===== src/rtl/period_meter.sv =====
// Measures high time, low time and period of a slow asynchronous square wave in clk cycles.
// Supports single-shot and continuous measurement, with a sticky timeout for missing or stuck input.
module period_meter #(
  parameter int unsigned     CW      = 25,
  parameter logic [CW-1:0]   TIMEOUT = CW'(1000000)
) (
  input  logic          clk,
  input  logic          rst,
  input  logic          sig_in,
  input  logic          start,
  input  logic          cont,
  output logic          busy,
  output logic          valid,
  output logic          timeout,
  output logic [CW-1:0] high_cnt,
  output logic [CW-1:0] low_cnt,
  output logic [CW:0]   period
);

  typedef enum logic [2:0] {
    S_IDLE,
    S_ARM,
    S_HIGH,
    S_LOW,
    S_DONE
  } state_t;

  state_t        state_q, state_d;
  logic          sync1_q, sync2_q, hist_q;
  logic [CW-1:0] cnt_q, cnt_d;
  logic [CW-1:0] shadow_high_q, shadow_high_d;
  logic [CW-1:0] shadow_low_q, shadow_low_d;
  logic [CW-1:0] high_cnt_q, high_cnt_d;
  logic [CW-1:0] low_cnt_q, low_cnt_d;
  logic [CW:0]   period_q, period_d;
  logic          busy_q, busy_d;
  logic          valid_q, valid_d;
  logic          timeout_q, timeout_d;

  logic          rise_c, fall_c, edge_c, at_limit_c, expire_c;

  assign rise_c     = sync2_q & ~hist_q;
  assign fall_c     = ~sync2_q & hist_q;
  assign edge_c     = rise_c | fall_c;
  assign at_limit_c = (cnt_q == TIMEOUT);
  // A detected edge in the limit cycle wins over the timeout.
  assign expire_c   = at_limit_c & ~edge_c;

  always_ff @(posedge clk) begin
    if (rst) begin
      state_q       <= S_IDLE;
      sync1_q       <= 1'b0;
      sync2_q       <= 1'b0;
      hist_q        <= 1'b0;
      cnt_q         <= '0;
      shadow_high_q <= '0;
      shadow_low_q  <= '0;
      high_cnt_q    <= '0;
      low_cnt_q     <= '0;
      period_q      <= '0;
      busy_q        <= 1'b0;
      valid_q       <= 1'b0;
      timeout_q     <= 1'b0;
    end else begin
      state_q       <= state_d;
      sync1_q       <= sig_in;
      sync2_q       <= sync1_q;
      hist_q        <= sync2_q;
      cnt_q         <= cnt_d;
      shadow_high_q <= shadow_high_d;
      shadow_low_q  <= shadow_low_d;
      high_cnt_q    <= high_cnt_d;
      low_cnt_q     <= low_cnt_d;
      period_q      <= period_d;
      busy_q        <= busy_d;
      valid_q       <= valid_d;
      timeout_q     <= timeout_d;
    end
  end

  // Interval counter: restarts at 1 after every edge (and on an accepted start), saturates at TIMEOUT.
  always_comb begin
    cnt_d = cnt_q;
    if (edge_c || (state_q == S_IDLE && start)) begin
      cnt_d = CW'(1);
    end else if (cnt_q < TIMEOUT) begin
      cnt_d = cnt_q + CW'(1);
    end
  end

  // Next-state and output logic.
  always_comb begin
    state_d       = state_q;
    shadow_high_d = shadow_high_q;
    shadow_low_d  = shadow_low_q;
    high_cnt_d    = high_cnt_q;
    low_cnt_d     = low_cnt_q;
    period_d      = period_q;
    valid_d       = 1'b0;
    timeout_d     = timeout_q;

    case (state_q)
      S_IDLE: begin
        if (start) begin
          state_d   = S_ARM;
          timeout_d = 1'b0;
        end
      end
      S_ARM: begin
        if (rise_c) begin
          state_d = S_HIGH;
        end else if (expire_c) begin
          state_d   = S_IDLE;
          timeout_d = 1'b1;
        end
      end
      S_HIGH: begin
        if (fall_c) begin
          shadow_high_d = cnt_q;
          state_d       = S_LOW;
        end else if (expire_c) begin
          state_d   = S_IDLE;
          timeout_d = 1'b1;
        end
      end
      S_LOW: begin
        if (rise_c) begin
          shadow_low_d = cnt_q;
          state_d      = S_DONE;
        end else if (expire_c) begin
          state_d   = S_IDLE;
          timeout_d = 1'b1;
        end
      end
      S_DONE: begin
        high_cnt_d = shadow_high_q;
        low_cnt_d  = shadow_low_q;
        period_d   = {1'b0, shadow_high_q} + {1'b0, shadow_low_q};
        valid_d    = 1'b1;
        if (cont) begin
          // A fall right after the terminating rise still belongs to the next high phase.
          if (fall_c) begin
            shadow_high_d = cnt_q;
            state_d       = S_LOW;
          end else begin
            state_d = S_HIGH;
          end
        end else begin
          state_d = S_IDLE;
        end
      end
      default: begin
        state_d = S_IDLE;
      end
    endcase

    busy_d = (state_d != S_IDLE);
  end

  assign busy     = busy_q;
  assign valid    = valid_q;
  assign timeout  = timeout_q;
  assign high_cnt = high_cnt_q;
  assign low_cnt  = low_cnt_q;
  assign period   = period_q;

endmodule


===== config.mk =====
export PLATFORM = sky130hd
export DESIGN_NAME = period_meter
export DESIGN_NICKNAME = d
export VERILOG_FILES = /design/src/rtl/period_meter.sv
export SDC_FILE = /design/constraint.sdc
export NUM_CORES = 1
export LEC_CHECK = 0
export CAP_MARGIN = 20
export CELL_PAD_IN_SITES_DETAIL_PLACEMENT = 2
export CELL_PAD_IN_SITES_GLOBAL_PLACEMENT = 2
export CORE_ASPECT_RATIO = 0.75
export CORE_MARGIN = 4
export CORE_UTILIZATION = 33
export CTS_CLUSTER_DIAMETER = 100
export DETAILED_ROUTE_END_ITERATION = 8
export PLACE_DENSITY = 0.9
export SLEW_MARGIN = 20
export SYNTH_ARGS = -nofsm -noshare
export SYNTH_HDL_FRONTEND = slang
export SYNTH_SLANG_ARGS = --single-unit
export TNS_END_PERCENT = 100

===== constraint.sdc =====
create_clock -name clk -period 2.7 [get_ports clk]
set_input_delay 0.675 -clock clk [delete_from_list [all_inputs] [get_ports clk]]
set_output_delay 0.675 -clock clk [all_outputs]
set_load 0.03 [all_outputs]

Yosys cells after proc, flatten, opt, wreduce, memory -nomap -nowiden
Cells that the tools add are included.

Add/subtract/negate cells: 2. $lt $le $gt $ge: 1. Eq/ne operators: 9. Muxes and demuxes: 19. Bitwise operators: 7. Reduce and logical (&&, ||, !) cells: 12.

Operator list (count): two-way mux 25 bit (2); one-hot mux 25 bit (2 select lines) (1); adder 25 x 25 -> 26 bit (1); adder 25 x 1 -> 25 bit (second input constant) (1); == test 25 x 20 -> 1 bit (second input constant) (1); < comparator 25 x 20 -> 1 bit (second input constant) (1); two-way mux 3 bit (6); one-hot mux 3 bit (5 select lines) (1); two-way mux 1 bit (8); inequality test 2 bit (second input constant) (4); == test 3 x 2 -> 1 bit (second input constant) (2); nonzero test 3 bit (2); AND reduction 2 bit (2); AND reduction 4 bit (1); nonzero test 2 bit (2); OR reduction 2 bit (2); AND 1 bit (3); == test 3 x 1 -> 1 bit (second input constant) (1); == test 3 bit (second input constant) (1); logical NOT 3 bit (1); NOT 1 bit (3); one-hot mux 1 bit (3 select lines) (1); logical AND 1 bit (1); logical OR 1 bit (1); OR 1 bit (1).

Register bits: 160. Input bits: 5. Output and inout bits: 79. Word-level logic and storage cells: 64.

Longest topological paths before layout
Gate-level depths: netlist of the first run.

Word-level depth: 9. Gate-level depth with buffers: 10. Gate-level depth less buffers: 10.

Least setup slack after synthesis of the first run
OpenSTA, ideal clock, no wires.

Path kind: register to register. Start: register shadow_high_q[0]. End: register period_q[24], in the netlist period[24]. Library setup time: 0.117 ns. Data arrival time: 2.130 ns. Data required time: 2.583 ns. Path slack: 0.453 ns. Cell stages (with the launch flop): 11. Buffers on the path: 0. Clock period less this slack: 2.247 ns. Path through: dfxtp_1 > ha_1 > inv_1 > fa_1 > nor2b_1 > o31ai_2 > a2111oi_2 > nor3_2 > o31ai_2 > xor2_1 > a22o_1.

Cells in the longest elaborated chain, start to end: 1.

RTL lines: start, declared (RTL line 31) `logic [CW-1:0] shadow_high_q, shadow_high_d;`; start signal, assigned (RTL line 70) `shadow_high_q <= shadow_high_d;`; adder 25 x 25 -> 26 bit (RTL line 138) `period_d = {1'b0, shadow_high_q} + {1'b0, shadow_low_q};`; end signal, assigned (RTL line 74) `period_q <= period_d;`; end, declared (RTL line 35) `logic [CW:0] period_q, period_d;`.

Every way passes these cells. A chain may end at the register's enable or synchronous reset.

Worst setup path after layout of the first run
Start: register shadow_high_q[12]. End: register period_q[23], in the netlist period[23].

The elaborated chain is that of the path after synthesis.

==> metrics.csv, run 1 <==
stage,metric,value,unit
layout,fillcell total,2338,
logic_synthesis,Post-synth top cells,"nand2_1, dfxtp_1, a21oi_1",
layout,antenna diode count,0,
worst_setup_path,Setup CP Type,reg -> reg,
logic_synthesis,ys flop type,dfxtp_1,
clock_tree,CTS buffer count,17,
sta,Max Clock Skew,0.0148,ns
die,core area,0.0214,mm2
logic_synthesis,register area share after synthesis,44.3,%
die,die area,0.0244,mm2
logic_synthesis,synthesized area,0.00723,mm2
logic_synthesis,Syn. warnings,0,
die,Chip Width,179,um
layout,Layout area overhead,23.9,%
sta,final hold violations,0,
clock_tree,H-tree depth,4,
layout,Final Cell Area,0.00896,mm2
worst_setup_path,crit-path max FO,6,
die,DIE HEIGHT,136,um
die,row count,46,
sta,Peak Freq,0.388,GHz
sta,RSZ-0062 raised after global routing,no,
logic_synthesis,mean post-synth cell area,8.11,um2
logic_synthesis,Synth Instances,891,
pwr,VDD IR max,0.448,mV
route,Routed WL per cell,25.4,um
placement,Placer Congestion,0.827,
sta,Worst Tran Pin Value,0.730,ns
pwr,P_leak,3.18,nW
sta,Final TNS setup,0,ns
clock_tree,CTS Sinks,160,
layout,layout cells sized above 1,7.67,%
logic_synthesis,share of synthesized registers carrying an async set or reset,0,%
sta,Slew Limit Fails,0,
die,initial core utilization,33.9,%
clock_tree,cts hold-fix bufs,0,
worst_setup_path,Critical Path Source Type,flip-flop,
sta,Hold Slack,0.458,ns
route,final routed DRC violation total,0,
layout,final net count,987,
clock_tree,Clock Tree Root,clkbuf_16,
global_route,initial antenna violation count,0,
global_route,total gr overflow,0,
sta,Final Setup Violations,0,
global_route,vias in the first global route,7752,
worst_setup_path,crit path DAT,2.92,ns
pwr,power per standard cell area,586,mW/mm2
placement,DP Area,0.00831,mm2
die,IO Count,84,
worst_setup_path,FF-to-FF setup slack,0.12,ns
logic_synthesis,Synth Register Bits,160,
sta,Final Cycle Share,95.4,%
clock_tree,postcts setup bufs,0,
route,Initial DRC Count,592,
global_route,first-pass GRT wire length,48600,um
logic_synthesis,most frequent cell after synthesis,nand2_1,
logic_synthesis,syn nets,926,
logic_synthesis,top cell type by total area after synthesis,dfxtp_1,
global_route,All-Layer GR Usage,26.2,%
clock_tree,later-pin clock latency in the skew report,0.46,ns
status,status,finished clean,
route,DR vias,7191,
worst_setup_path,Critical Path Sink Type,flip-flop,
placement,I/O Buffers,83,
worst_setup_path,critical path required time,3.04,ns
flow_run,max-cap violations,0,
logic_synthesis,top post-synthesis cells by area,"dfxtp_1, nand2_1, a21oi_1, ha_1, nor2_1",
min_path,Worst Hold Class,reg -> reg,
logic_synthesis,"EDFF count, synth",0,
layout,final core utilization,41.9,%
route,DRT Pass-1 Iters,5,
placement,HPWL after detailed placement,18900,um
route,Routed WL,31800,um
clock_tree,worst-case clock buffer depth,2,
sta,Worst slew margin,51.1,%
clock_tree,"Reg clk slew, reported paths",0.08,ns
logic_synthesis,Synth cell types,71,
clock_tree,CTS tree,done,
sta,min Tclk post-route,2.58,ns
logic_synthesis,Synth top area share,44.3,%
route,vias per inst,5.74,
global_route,largest net degree at the start of global routing,64,
route,post-route ant nets,0,
[placed cells by master (no fill, tap or decap), drive strengths merged, types with 8 or more instances in the layout]
cell type / instances
nor3: 11
nand2: 241
a22o: 10
clkbuf: 18
xnor2: 15
dfxtp: 160
and3: 8
a21oi: 138
ha: 29
and2: 8
inv: 19
nor2: 49
buf: 15
nand4: 17
clkdlybuf4s50: 82
xor2: 18
nand3: 20
o21ai: 15
[per-layer routing]
layer  part of all wire (%)  track usage, %
met5                      0               0
met4                    2.7            9.16
met3                    5.6            5.17
met2                     48            43.5
met1                     44            34.0
[metrics by stage]
stage	power (mW)	cells	setup WS, ns
after detailed placement	2.57	1221	0.0730
after CTS	5.27	1253	0.0656
after global placement	2.56	1221	0.295
final	5.25	1253	0.124
after global routing	5.38	1253	0.000331
after floorplan	2.52	891	0.453
[power breakdown]
part,switching [mW],total (mW),leakage (nW),internal [mW]
Sequential,0.0187,2.39,1.29,2.37
Clock,1.16,2.73,0.300,1.57
Combinational,0.0968,0.134,1.59,0.0367
[worst max-delay path, stage by stage (launching register included)]
cell and delay, ns:
dfxtp_1 0.45, ha_1 0.39, a211oi_1 0.40, o21bai_1 0.19
o221ai_1 0.31, a21oi_1 0.13, nor3_1 0.27, xnor2_1 0.13
a22o_1 0.18
[worst paths after layout]
path / from / to / cells after the start
setup reg to reg: shadow_high_q[12] / period[23] / 8
hold / removal: period[13] / period[13] / 2
hold reg to reg: period[13] / period[13] / 2
setup / recovery: shadow_high_q[12] / period[23] / 8
[logic make-up after synthesis]
group                    count (synthesis)  share of synthesized area [%]
AO/OA/AOI/OAI                          214                           18.5
adder cells (fa/ha/maj)                 30                           5.30
XOR/XNOR                                33                           4.00
multiplexers                             1                          0.138
buffers and inverters                   69                           3.96
flip-flops                             160                           44.3
AND/OR/NAND/NOR                        384                           23.8
[state kept, by name (all words and copies together), names as in the netlist, 3 cells and up]
name and flops:
low_cnt 25, high_cnt 25, shadow_low_q 25, cnt_q 25, shadow_high_q 25, state_q 3, period 26
[timing repair]
action,in CTS,in global routing
endpoints found under the setup margin,1,2
gates resized for setup,1,2
pin swaps,0,0
[area by class of cell]
type / count / area (um2) / share of cell area, %
clock inverter: 14 / 203 / 2.26
timing repair buffer: 97 / 946 / 10.6
multi-input combinational: 662 / 3760 / 42.0
inverter: 14 / 52.6 / 0.587
tap: 288 / 360 / 4.02
sequential: 160 / 3200 / 35.8
clock buffer: 18 / 429 / 4.79
Power figures use the tool's default switching activity.
==> inputs of run 2 (changes only) <==
CTS_CLUSTER_DIAMETER = 150   (was 100)
==> results of run 2 <==
Final layout, timing and power as in run 1 (identical DEF).
